--- src/rtl/xgmii_pkg.sv ---
// Shared XGMII control characters, receive FSM encoding and frame-length helpers
// used by the receive measurement block.
package xgmii_pkg;

  localparam logic [7:0] XGMII_IDLE  = 8'h07;
  localparam logic [7:0] XGMII_START = 8'hFB;
  localparam logic [7:0] XGMII_TERM  = 8'hFD;
  localparam logic [7:0] XGMII_ERROR = 8'hFE;

  localparam int NUM_LANES = 8;
  // Running byte count width; wide enough that saturation only matters past 0xFFFF.
  localparam int CNT_W     = 17;

  typedef enum logic {
    ST_IDLE  = 1'b0,
    ST_FRAME = 1'b1
  } rx_state_e;

  typedef struct packed {
    logic        vld;
    logic        err;
    logic [15:0] len;
  } frame_rpt_t;

  function automatic logic [CNT_W-1:0] sat_add(input logic [CNT_W-1:0] cnt,
                                               input logic [3:0]       inc);
    logic [CNT_W:0] s;
    s = {1'b0, cnt} + {{(CNT_W-3){1'b0}}, inc};
    return s[CNT_W] ? {CNT_W{1'b1}} : s[CNT_W-1:0];
  endfunction

  // The count includes the 7 preamble/SFD bytes after Start; strip them and clamp.
  function automatic logic [15:0] sat_len(input logic [CNT_W-1:0] cnt);
    logic [CNT_W-1:0] d;
    if (cnt < CNT_W'(7)) return 16'h0000;
    d = cnt - CNT_W'(7);
    if (d > CNT_W'(16'hFFFF)) return 16'hFFFF;
    return d[15:0];
  endfunction

endpackage

--- src/rtl/xgmii_term_find.sv ---
// Locates the lowest-numbered lane carrying a Terminate control character.
module xgmii_term_find
  import xgmii_pkg::*;
(
  input  logic [63:0] rxd_i,
  input  logic [7:0]  rxc_i,
  output logic        found_o,
  output logic [2:0]  lane_o
);

  logic [NUM_LANES-1:0] hit;

  for (genvar k = 0; k < NUM_LANES; k++) begin : g_lane
    assign hit[k] = rxc_i[k] && (rxd_i[8*k +: 8] == XGMII_TERM);
  end

  always_comb begin
    found_o = |hit;
    lane_o  = 3'd0;
    for (int k = NUM_LANES-1; k >= 0; k--) begin
      if (hit[k]) lane_o = 3'(k);
    end
  end

endmodule

--- src/rtl/xgmii_rx_measure.sv ---
// XGMII receive frame delimiter and statistics: per-frame length/error report,
// cumulative counters and per-window frame/byte rates.
module xgmii_rx_measure
  import xgmii_pkg::*;
#(
  parameter int CLK_PER_SEC = 156250000,
  parameter int MIN_LEN     = 64,
  parameter int MAX_LEN     = 1518
) (
  input  logic        sys_clk,
  input  logic        sys_rst,
  input  logic [63:0] xgmii_rxd,
  input  logic [7:0]  xgmii_rxc,
  output logic        frame_valid,
  output logic [15:0] frame_len,
  output logic        frame_err,
  output logic [31:0] rx_frames,
  output logic [47:0] rx_bytes,
  output logic [31:0] rx_errors,
  output logic [31:0] rx_pps,
  output logic [31:0] rx_throughput
);

  localparam int             WIN_W    = (CLK_PER_SEC > 1) ? $clog2(CLK_PER_SEC) : 1;
  localparam logic [WIN_W-1:0] WIN_LAST = WIN_W'(CLK_PER_SEC - 1);

  // ---------------------------------------------------------------- decode
  logic                 term_found;
  logic [2:0]           term_lane;
  logic [NUM_LANES-1:0] err_hit;
  logic [7:0]           below_m;
  logic                 start0, start4, abort;
  logic [CNT_W-1:0]     start_cnt;

  xgmii_term_find u_term (
    .rxd_i   (xgmii_rxd),
    .rxc_i   (xgmii_rxc),
    .found_o (term_found),
    .lane_o  (term_lane)
  );

  for (genvar k = 0; k < NUM_LANES; k++) begin : g_err
    assign err_hit[k] = xgmii_rxc[k] && (xgmii_rxd[8*k +: 8] == XGMII_ERROR);
  end

  assign start0    = xgmii_rxc[0] && (xgmii_rxd[7:0]   == XGMII_START);
  assign start4    = xgmii_rxc[4] && (xgmii_rxd[39:32] == XGMII_START);
  assign start_cnt = start0 ? CNT_W'(7) : CNT_W'(3);
  assign below_m   = (8'h01 << term_lane) - 8'h01;
  // A lane-4 Start only preempts the open frame if no Terminate precedes it.
  assign abort     = start0 || (start4 && !(term_found && (term_lane < 3'd4)));

  // ---------------------------------------------------------------- frame FSM
  rx_state_e        state_q, state_d;
  logic [CNT_W-1:0] cnt_q, cnt_d;
  logic             ferr_q, ferr_d;
  frame_rpt_t       rpt_q, rpt_d;
  logic             close, close_err;
  logic [CNT_W-1:0] close_cnt;
  logic [15:0]      close_len;

  always_comb begin
    state_d   = state_q;
    cnt_d     = cnt_q;
    ferr_d    = ferr_q;
    close     = 1'b0;
    close_cnt = cnt_q;
    close_err = 1'b0;
    case (state_q)
      ST_IDLE: begin
        if (start0 && term_found && (term_lane != 3'd0)) begin
          close     = 1'b1;
          close_cnt = {{(CNT_W-3){1'b0}}, term_lane} - CNT_W'(1);
          close_err = |(xgmii_rxc & below_m & 8'hFE);
        end else if (start0 || start4) begin
          state_d = ST_FRAME;
          cnt_d   = start_cnt;
          ferr_d  = 1'b0;
        end
      end
      ST_FRAME: begin
        if (abort) begin
          close     = 1'b1;
          close_err = 1'b1;
          cnt_d     = start_cnt;
          ferr_d    = 1'b0;
        end else if (term_found) begin
          close     = 1'b1;
          close_cnt = sat_add(cnt_q, {1'b0, term_lane});
          close_err = ferr_q || (|err_hit) || (|(xgmii_rxc & below_m));
          state_d   = ST_IDLE;
        end else if (xgmii_rxc == 8'h00) begin
          cnt_d = sat_add(cnt_q, 4'd8);
        end else begin
          ferr_d = 1'b1;
        end
      end
    endcase

    close_len = sat_len(close_cnt);
    rpt_d.vld = close;
    rpt_d.len = close ? close_len : rpt_q.len;
    rpt_d.err = close ? (close_err || (close_len < 16'(MIN_LEN)) || (close_len > 16'(MAX_LEN)))
                      : rpt_q.err;
  end

  always_ff @(posedge sys_clk or negedge sys_rst) begin
    if (!sys_rst) begin
      state_q <= ST_IDLE;
      cnt_q   <= '0;
      ferr_q  <= 1'b0;
      rpt_q   <= '0;
    end else begin
      state_q <= state_d;
      cnt_q   <= cnt_d;
      ferr_q  <= ferr_d;
      rpt_q   <= rpt_d;
    end
  end

  assign frame_valid = rpt_q.vld;
  assign frame_len   = rpt_q.len;
  assign frame_err   = rpt_q.err;

  // ---------------------------------------------------------------- statistics
  logic             good;
  logic [31:0]      frames_q, errors_q, pps_q, thr_q;
  logic [47:0]      bytes_q;
  logic [31:0]      acc_frames_q, acc_frames_d, acc_bytes_q, acc_bytes_d;
  logic [WIN_W-1:0] win_q;

  assign good         = rpt_q.vld && !rpt_q.err;
  // The window accumulators already include a frame reported on the terminal cycle.
  assign acc_frames_d = acc_frames_q + {31'b0, good};
  assign acc_bytes_d  = acc_bytes_q + (good ? {16'b0, rpt_q.len} : 32'b0);

  always_ff @(posedge sys_clk or negedge sys_rst) begin
    if (!sys_rst) begin
      frames_q     <= '0;
      bytes_q      <= '0;
      errors_q     <= '0;
      acc_frames_q <= '0;
      acc_bytes_q  <= '0;
      pps_q        <= '0;
      thr_q        <= '0;
      win_q        <= '0;
    end else begin
      if (rpt_q.vld) begin
        if (rpt_q.err) begin
          errors_q <= errors_q + 32'd1;
        end else begin
          frames_q <= frames_q + 32'd1;
          bytes_q  <= bytes_q + {32'b0, rpt_q.len};
        end
      end
      if (win_q == WIN_LAST) begin
        win_q        <= '0;
        pps_q        <= acc_frames_d;
        thr_q        <= acc_bytes_d;
        acc_frames_q <= '0;
        acc_bytes_q  <= '0;
      end else begin
        win_q        <= win_q + WIN_W'(1);
        acc_frames_q <= acc_frames_d;
        acc_bytes_q  <= acc_bytes_d;
      end
    end
  end

  assign rx_frames     = frames_q;
  assign rx_bytes      = bytes_q;
  assign rx_errors     = errors_q;
  assign rx_pps        = pps_q;
  assign rx_throughput = thr_q;

endmodule

--- config.mk ---
export PLATFORM = sky130hd
export DESIGN_NAME = xgmii_rx_measure
export DESIGN_NICKNAME = d
export VERILOG_FILES = /design/src/rtl/xgmii_pkg.sv /design/src/rtl/xgmii_term_find.sv /design/src/rtl/xgmii_rx_measure.sv
export SDC_FILE = /design/constraint.sdc
export NUM_CORES = 1
export LEC_CHECK = 0
export ABC_AREA = 1
export ABC_CLOCK_PERIOD_IN_PS = 5200
export BUFFER_PORTS_ARGS = -buffer_cell sky130_fd_sc_hd__buf_2
export CAP_MARGIN = 10
export CORE_MARGIN = 1
export CORE_UTILIZATION = 58
export CTS_CLUSTER_SIZE = 25
export DETAILED_ROUTE_END_ITERATION = 6
export PLACE_DENSITY = 0.8
export SLEW_MARGIN = 40
export SYNTH_ARGS = -nofsm -noshare
export SYNTH_HDL_FRONTEND = slang
export SYNTH_SLANG_ARGS = --single-unit
--- constraint.sdc ---
create_clock -name sys_clk -period 5.2 [get_ports sys_clk]
set_input_delay 0.26 -clock sys_clk [delete_from_list [all_inputs] [get_ports sys_clk]]
set_output_delay 0.26 -clock sys_clk [all_outputs]
set_load 0.02 [all_outputs]
==> flow_summary_export.csv <==
group,metric,value,unit
synthesis,yosysMostFrequentCell,"nand2_1",
timing,fmax,0.232,GHz
route,drt_iter0_drc,1034,
min_path,worstHoldPathType,"in -> reg",
synthesis,ys.flop_type,"dfrtp_1",
clock_network,cts_buffer_depth,3,
critical_path,end_kind,"flip-flop",
finish,nets,2603,
route,via_count,15400,
placed_design,dp_cells,2823,
timing,slew_viol_final,0,
critical_path,slowest_stage,"dfrtp_1",
clock_network,cts.sinks,304,
placed_design,io_buffers,267,
critical_path,worst_r2r_endpoint,"rx_throughput[28]",
synthesis,avgSynthCellArea,7.85,µm²
timing,skew,23.4,ps
floorplan,die_h,175,µm
critical_path,start_kind,"flip-flop",
synthesis,synth_edf_count,0,
finish,areaGrowthSynthToFinish,16.7,%
power_and_ir_drop,p_leak,10.8,nW
critical_path,cp.arrival,4740,ps
synthesis,yosys_register_bits,304,
critical_path,crit_type,"reg -> reg",
route,viasPerCell,5.34,
synthesis,syn_area,17300,µm²
timing,finalCriticalPeriod,4300,ps
finish,fin_cells,2882,
finish,final_layout_size_suffix_gt1_share,17.2,%
route,wl_per_cell,14.9,µm
clock_network,cts-root-buf,"clkbuf_16",
timing,hold_viol,0,
min_path,hold_start,"xgmii_rxd[3]",
global_routing,grt_overflow_total,0,
synthesis,syn_inst,2204,
clock_network,clk_pin_slew,60,ps
power_and_ir_drop,power.density,325,nW/µm²
timing,rsz0062_at_grt,"false",
critical_path,reg2reg_depth,28,
finish,diodes,0,
timing,tightest_slew,667,ps
critical_path,crit_top_cell,"nand2_1",
critical_path,r2r_setup_slack,900,ps
synthesis,syn-num-nets,2330,
route,drt_wl_total,43.1,mm
clock_network,postCtsHoldBufs,1,
global_routing,grt_pass1_wl,71.8,mm
global_routing,grt_usage,28.5,%
placed_design,place_congestion,0.937,
floorplan,die-area,30500,µm²
min_path,holdPathEnd,"cnt_q[2]",
placed_design,placed_area,19100,µm²
min_path,whs_path_depth,5,
clock_network,cts_resized,0,
floorplan,core_area,29000,µm²
critical_path,cp.required,5640,ps
timing,setup_violations,0,
route,dr.pass1.iters,7,
floorplan,die_w,175,µm
synthesis,ys_seq_area_share,43.9,%
synthesis,synthArstFlopShare,100,%
critical_path,critical_path.max_stage_delay,430,ps
clock_network,cts_setup_buffers,0,
timing,setup_tns,0,ps
critical_path,cp_max_fo,46,
job,maxCapViolCount,0,
floorplan,ios,268,
floorplan,initial_core_util,59.7,%
placed_design,hpwlAfterDp,31.9,mm
clock_network,cts_tree,"done",
critical_path,r2r_start,"frame_valid",
synthesis,ys_top_cells_by_count,"nand2_1 (490), dfrtp_1 (304), nor2_1 (288)",
synthesis,yosysTopAreaCell,"dfrtp_1",
clock_network,htreeDepth,2,
floorplan,rows,62,
clock_network,cts_made_buffers,34,
timing,slew_headroom,55.5,%
synthesis,synth.distinct_cells,57,
route,antenna_left,0,
synthesis,synthTopCellsByArea,"dfrtp_1 (44%), nand2_1 (11%), nor2_1 (6.2%), inv_1 (6.1%), xor2_1 (5.3%)",
global_routing,grt_max_degree,153,
clock_network,clk_latency,520,ps
synthesis,ys.warnings.count,0,
global_routing,antenna_found_initial,0,
global_routing,grt_pass1_vias,15000,
finish,final_area,20200,µm²
synthesis,yosysTopAreaCellShare,43.9,%
route,drc,0,
power_and_ir_drop,irDropWorstVdd,234,µV
status,status,"finished clean",
timing,fin_crit_sh,82.7,%
state kept, by name, indices dropped and copies added (netlist names):
signal,flops
rx_bytes,48
acc_bytes_q,32
acc_frames_q,32
rx_errors,32
rx_frames,32
rx_pps,32
rx_throughput,32
win_q,28
cnt_q,16
frame_len,16
ferr_q,1
frame_err,1
frame_valid,1
state_q,1
cell type report:
type                    instances  area, µm²
fillers                      2378       8800
multi-input cells            1563       8420
flip-flops and latches        304       7610
repair buffers                281       1490
inverters                     293       1100
clock buffers                  49       1020
well taps                     384        480
clock inverters                 8       88.8
critical path, delay by kind of cell, from the launching register on:
kind | cells | cell delay [ps]
AOI/OAI and AO/OA | 3 | 450
and+or+nand+nor | 19 | 2170
xor gates and xnor gates | 1 | 160
DFF | 1 | 430
buffers and inverters | 4 | 650
adders and majority gates | 1 | 370
report_power, final:
| group | switching, mW | leakage [nW] | total (mW) | internal, mW |
|---|---|---|---|---|
| Clock | 0.967 | 0.542 | 2.38 | 1.41 |
| Combinational | 1.11 | 6.10 | 1.66 | 0.555 |
| Sequential | 0.0991 | 4.18 | 2.52 | 2.42 |
| Total | 2.17 | 10.8 | 6.56 | 4.39 |
per-layer routing:
| metal | part of all wire [%] | track usage, % |
|---|---|---|
| met1 | 42 | 36.9 |
| met2 | 49 | 49.4 |
| met3 | 5.6 | 3.76 |
| met4 | 2.9 | 9.31 |
| met5 | 0 | 0 |
worst max path at each step:
stage / start / end
2_1_floorplan: frame_valid / rx_throughput[30]
3_3_place_gp: xgmii_rxd[53] / frame_err
3_5_place_dp: xgmii_rxd[53] / frame_err
4_1_cts: frame_valid / rx_throughput[28]
5_1_grt: frame_valid / rx_throughput[28]
6_report: frame_valid / rx_throughput[28]
logic make-up after synthesis:
kind of cell               share of synthesized area (%)
and+or+nand+nor                                     28.5
adders and majority gates                           3.89
AOI/OAI and AO/OA                                   7.74
xor gates and xnor gates                            8.50
DFF                                                 43.9
buffers and inverters                               7.43
placed cells by master (no fill, tap or decap), drive strengths merged, types with 2 or more instances in the layout:
master	instances
nand4	46
a21oi	106
o211ai	5
xnor2	64
nor3	52
clkinvlp	2
nand3b	14
o22ai	9
o31ai	2
nand2	517
clkinv	3
and2	2
inv	295
nand3	121
nor4	25
xor2	104
nor2	316
buf	280
a31oi	6
o21bai	3
dfrtp	304
or2	7
fa	3
clkbuf	49
a31o	2
a221oi	2
ha	49
o21ai	92
o21a	4
a211oi	3
per-stage QoR:
stage / hold WS [ps] / utilization, % / worst slack [ps] / power [mW]
CTS: 296 / 69.6 / 873 / 6.59
floorplan: -35.6 / - / 1140 / 3.75
detailed placement: 304 / 65.7 / 611 / 4.19
finish: 313 / 69.7 / 898 / 6.56
global placement: 303 / 65.7 / 688 / 4.16
global route: 353 / 69.7 / 316 / 6.92
Note: power is estimated with default switching activity, not from simulation.
